## src/rtl/vin_rcpwm_pkg.sv

```systemverilog
// Shared types and constant helpers for the RC PWM input decoder family.
package vin_rcpwm_pkg;

    localparam int VALUE_W = 32;

    typedef enum logic [1:0] {
        WAIT_LOW,
        IDLE,
        HIGH
    } state_t;

    // Microseconds to clock cycles, rounded down.
    function automatic logic [31:0] us_to_cyc(input longint clk_freq, input longint us);
        longint cyc;
        cyc = (clk_freq * us) / 64'd1000000;
        return cyc[31:0];
    endfunction

    // Milliseconds to clock cycles, rounded down.
    function automatic logic [31:0] ms_to_cyc(input longint clk_freq, input longint ms);
        longint cyc;
        cyc = (clk_freq * ms) / 64'd1000;
        return cyc[31:0];
    endfunction

endpackage

```

## src/rtl/rcpwm_sync.sv

```systemverilog
// Two-flop synchronizer for an asynchronous pulse pin, with rise/fall
// detection and a ready flag that marks when level holds a real pin sample.
module rcpwm_sync (
    input  logic clk,
    input  logic reset,
    input  logic pin,
    output logic level,
    output logic rise,
    output logic fall,
    output logic ready
);

    logic       meta;
    logic       prev;
    logic [1:0] prime;

    // Sample the pin twice, keep one history bit, and track synchronizer fill.
    always_ff @(posedge clk or posedge reset) begin
        if (reset) begin
            meta  <= 1'b0;
            level <= 1'b0;
            prev  <= 1'b0;
            prime <= 2'b00;
        end else begin
            // NOTE: non-blocking so every stage captures the previous stage's old value.
            meta  <= pin;
            level <= meta;
            prev  <= level;
            prime <= {prime[0], 1'b1};
        end
    end

    // The reset value of level is not a pin sample; ready says when it is.
    assign ready = prime[1];
    assign rise  = level & ~prev;
    assign fall  = ~level & prev;

endmodule

```

## src/rtl/vin_rcpwm_decoder.sv

```systemverilog
// Measures RC PWM high time, validates it against bounds and reports the
// signed offset from centre in clock cycles, with a loss-of-signal timeout.
module vin_rcpwm_decoder
    import vin_rcpwm_pkg::*;
#(
    parameter int CLK_FREQ     = 48000000,
    parameter int PULSE_MIN_US = 800,
    parameter int PULSE_MAX_US = 2200,
    parameter int CENTER_US    = 1500,
    parameter int TIMEOUT_MS   = 50
) (
    input  logic                      clk,
    input  logic                      reset,
    input  logic                      PWM,
    output logic signed [VALUE_W-1:0] rcValue,
    output logic                      rcValid,
    output logic                      rcStrobe,
    output logic                      rcError
);

    localparam logic [31:0] MIN_CYC   = us_to_cyc(CLK_FREQ, PULSE_MIN_US);
    localparam logic [31:0] MAX_CYC   = us_to_cyc(CLK_FREQ, PULSE_MAX_US);
    localparam logic [31:0] CTR_CYC   = us_to_cyc(CLK_FREQ, CENTER_US);
    localparam logic [31:0] TO_CYC    = ms_to_cyc(CLK_FREQ, TIMEOUT_MS);
    localparam logic [31:0] WIDTH_SAT = MAX_CYC + 32'd1;
    localparam logic [31:0] TO_LAST   = TO_CYC - 32'd1;

    logic        pwm_s;
    logic        pwm_rise;
    logic        pwm_fall;
    logic        sync_ready;
    state_t      state;
    logic [31:0] width;
    logic [31:0] to_cnt;
    logic        in_range;
    logic        accept;
    logic        reject;

    rcpwm_sync u_sync (
        .clk   (clk),
        .reset (reset),
        .pin   (PWM),
        .level (pwm_s),
        .rise  (pwm_rise),
        .fall  (pwm_fall),
        .ready (sync_ready)
    );

    // Classify the pulse that ends (or overflows) this cycle.
    always_comb begin
        // NOTE: defaults first so no path leaves a signal unassigned (no latch).
        in_range = 1'b0;
        accept   = 1'b0;
        reject   = 1'b0;
        in_range = (width >= MIN_CYC) && (width <= MAX_CYC);
        if (state == HIGH) begin
            accept = pwm_fall && in_range;
            reject = (pwm_fall && !in_range) || (!pwm_fall && width == WIDTH_SAT);
        end
    end

    // Pulse-measurement FSM with registered value, status, strobe and timeout.
    always_ff @(posedge clk or posedge reset) begin
        if (reset) begin
            state    <= WAIT_LOW;
            width    <= '0;
            to_cnt   <= '0;
            rcValue  <= '0;
            rcValid  <= 1'b0;
            rcStrobe <= 1'b0;
            rcError  <= 1'b0;
        end else begin
            rcStrobe <= 1'b0;
            rcError  <= 1'b0;

            case (state)
                // Only a low pin that is a true sample ends a discarded pulse.
                WAIT_LOW: if (sync_ready && !pwm_s) state <= IDLE;
                IDLE: begin
                    if (pwm_rise) begin
                        state <= HIGH;
                        width <= 32'd1;
                    end
                end
                HIGH: begin
                    if (pwm_fall) begin
                        state <= IDLE;
                    end else if (width == WIDTH_SAT) begin
                        state <= WAIT_LOW;
                    end else begin
                        width <= width + 32'd1;
                    end
                end
                default: state <= WAIT_LOW;
            endcase

            // An accept in the same cycle as the timeout takes priority.
            if (accept) begin
                rcValue  <= $signed(width - CTR_CYC);
                rcValid  <= 1'b1;
                rcStrobe <= 1'b1;
                to_cnt   <= '0;
            end else begin
                if (reject) rcError <= 1'b1;
                if (to_cnt != TO_CYC) begin
                    to_cnt <= to_cnt + 32'd1;
                    if (to_cnt == TO_LAST) begin
                        rcValid <= 1'b0;
                        rcValue <= '0;
                    end
                end
            end
        end
    end

endmodule

```

## config.mk

```make
export PLATFORM = sky130hd
export DESIGN_NAME = vin_rcpwm_decoder
export DESIGN_NICKNAME = d
export VERILOG_FILES = /design/src/rtl/vin_rcpwm_pkg.sv /design/src/rtl/rcpwm_sync.sv /design/src/rtl/vin_rcpwm_decoder.sv
export SDC_FILE = /design/constraint.sdc
export NUM_CORES = 1
export LEC_CHECK = 0
export CORE_AREA = 3 3 107 109
export CTS_CLUSTER_DIAMETER = 200
export CTS_CLUSTER_SIZE = 28
export DETAILED_ROUTE_END_ITERATION = 8
export DIE_AREA = 0 0 110 112
export GPL_ROUTABILITY_DRIVEN = 0
export HOLD_SLACK_MARGIN = 0.1
export PLACE_DENSITY = 0.75
export SLEW_MARGIN = 20
export SYNTH_ARGS = -nofsm -noshare
export SYNTH_HDL_FRONTEND = slang
export SYNTH_SLANG_ARGS = --single-unit
```

## constraint.sdc

```tcl
create_clock -name clk -period 8.7 [get_ports clk]
set_input_delay 1.305 -clock clk [delete_from_list [all_inputs] [get_ports clk]]
set_output_delay 1.305 -clock clk [all_outputs]
set_load 0.05 [all_outputs]
```

==> flow_summary.json <==
{
  "crit_chain": "clkdlybuf4s50_1",
  "ant_nets": 0,
  "yosysUniqueCellTypes": 50,
  "drive_above_1_share": 0.0552,
  "fin_tns_setup_ns": 0,
  "dp_hpwl_microns": 7570,
  "synth_top_area_share": 0.488,
  "synthCells": 552,
  "critPathLaunchType": "register",
  "setup_viol": 0,
  "ctsResizeCount": 0,
  "die-area_sq_um": 12300,
  "clock_sinks": 106,
  "slew_headroom": 0.374,
  "core_area_sq_um": 10700,
  "synth-seq-cells": 106,
  "startpoint": "rcValue[13]",
  "crit_buf_inv": 1,
  "syn_nets": 564,
  "die_height_microns": 112,
  "route.detailed.drc": 0,
  "area_delta_synth_final_pct": 11.1,
  "cp.arrival_ns": 1.56,
  "drtIter0Drc": 284,
  "synth-seq-area-share": 0.488,
  "cts_max_level": 3,
  "status": "finished clean",
  "antenna_cells": 0,
  "io_buffers": 37,
  "viasPerCell": 5.66,
  "die_w_microns": 110,
  "crit_required_ns": 7.39,
  "initial_core_util": 0.508,
  "clk_path_buf_depth": 2,
  "cts_tree": "yes",
  "max_stage_delay_ns": 0.82,
  "io_pins": 38,
  "synth_area_leaders": "dfrtp_1 (49%), xor2_1 (6.1%), nor2_1 (4.5%)",
  "synth_top_cell_by_area": "dfrtp_1",
  "rsz0062_at_grt": "no",
  "insertion_delay_ns": 0.37,
  "cts.clk_slew.worst_paths_ns": 0.09,
  "clock-root-buffer": "clkbuf_8",
  "endpoint_kind": "primary output",
  "fin_skew_ns": 0.0162,
  "critPathMaxFanout": 2,
  "min_path_type": "register to register",
  "path_class": "register to primary output",
  "postCtsSetupRepairBufs": 0,
  "r2r_start": "width[17]",
  "slew_violations": 0,
  "worst_pin_slew_ns": 0.934,
  "cp_top_family": "buffers and inverters",
  "routed_wl_microns": 10900,
  "grt_overflow": 0,
  "ir_drop_mv": 0.0620,
  "cts_buffers": 9,
  "synth_area_sq_um": 5440,
  "period_minus_slack_ns": 2.87,
  "final_cell_mix": "dfrtp_1 (106), nor2_1 (65), nand2_1 (55)",
  "synth_warnings": 0,
  "grt_pass1_vias": 4009,
  "p_per_area_nw_per_um2": 142,
  "synth.avg_cell_area_sq_um": 9.85,
  "slowest_stage": "clkdlybuf4s50_1",
  "fin_nets": 587,
  "grt_usage": 0.189,
  "p_leak_nw": 2.52,
  "grt_pass1_wl_microns": 19000,
  "min-delay-start": "u_sync.prime[0]",
  "timing.final.crit_share": 0.330,
  "timing.final.hold_violations": 0,
  "avgRoutedWirePerCell_microns": 15.2,
  "grt_start_max_net_pins": 76,
  "dr.pass1.iters": 4,
  "fillers": 940,
  "final_common_cell": "dfrtp_1",
  "antenna_found_initial": 0,
  "num_vias": 4077,
  "drv_cap": 0,
  "max_clock_freq_mhz": 349,
  "num_rows": 38,
  "hold_slack_ns": 0.357,
  "postCtsHoldBufs": 0
}
through the flow:
step	util	std cells	power (mW)	area [sq um]	worst slack, ns
after global placement	0.546	704	0.564	5840	5.71
after detailed placement	0.546	704	0.566	5840	5.67
after global routing	0.565	720	0.894	6040	5.71
after floorplan	-	552	0.550	5440	4.61
after CTS	0.564	720	0.866	6030	5.81
final	0.565	720	0.856	6040	5.83
final timing paths:
| kind | to | slack (ns) | depth (start not counted) |
|---|---|---|---|
| min in group asynchronous | to_cnt[22] | 1.27 | 2 |
| max in group asynchronous | width[6] | 6.18 | 3 |
| hold / removal | u_sync.prime[1] | 0.36 | 0 |
| hold reg to reg | u_sync.prime[1] | 0.36 | 0 |
| setup reg to reg | rcValue[26] | 5.91 | 6 |
| setup / recovery | rcValue[13] | 5.83 | 1 |
cell type report:
type	instances	area [sq um]	area share
Sequential cell	106	2650	0.439
Multi-Input combinational cell	406	2580	0.426
Timing Repair Buffer	40	393	0.0650
Tap cell	140	175	0.0290
Clock buffer	12	145	0.0240
Clock inverter	4	51.3	0.00849
Inverter	12	47.5	0.00787
cell usage after synthesis, drive strengths merged:
cell     instances
dfrtp          106
nor2            65
nand2           55
xor2            38
nand4           34
o21ai           26
nand3           25
mux2i           23
xnor2           20
buf             19
nor4            15
a21oi           12
inv             12
nor3            12
or3             12
clkbuf           9
ha               9
and2             7
nor2b            7
and3             6
nor4b            5
o211ai           5
and4             3
nand2b           3
nor3b            3
o31ai            3
or4              3
a21o             2
o21a             2
or4b             2
a211oi           1
a2bb2oi          1
a311oi           1
conb             1
nand4b           1
o2111ai          1
o311a            1
or2              1
or3b             1
cell families (layout without fill, tap and decap cells):
family,count (synthesis),count (layout),share of synthesized area
AND/OR/NAND/NOR,260,260,0.255
flip-flops,106,106,0.488
XOR/XNOR,58,58,0.0934
AO/OA/AOI/OAI,55,55,0.0596
buffers and inverters,40,68,0.0407
multiplexers,23,23,0.0423
adder cells (fa/ha/maj),9,9,0.0207
other,1,1,0.000690
report_power, final:
part	internal (mW)	switching [mW]	leakage (nW)	total (mW)
sequential	0.500	0.0116	1.45	0.511
combinational	0.0134	0.0311	0.975	0.0445
clock	0.141	0.159	0.0966	0.301
registers in the layout, indices dropped and copies added (netlist names):
signal        cells
state             2
width            32
rcValid           1
rcError           1
u_sync.prime      2
rcStrobe          1
rcValue          32
u_sync.level      1
u_sync.prev       1
to_cnt           32
u_sync.meta       1
layer usage:
layer	GRT usage	part of all wire	vias up
met1	0.270	0.46	2017
li1	-	-	1968
met2	0.294	0.48	85
met3	0.0383	0.045	7
met4	0.0507	0.0084	0
met5	0	0	-
Power figures use the tool's default switching activity.
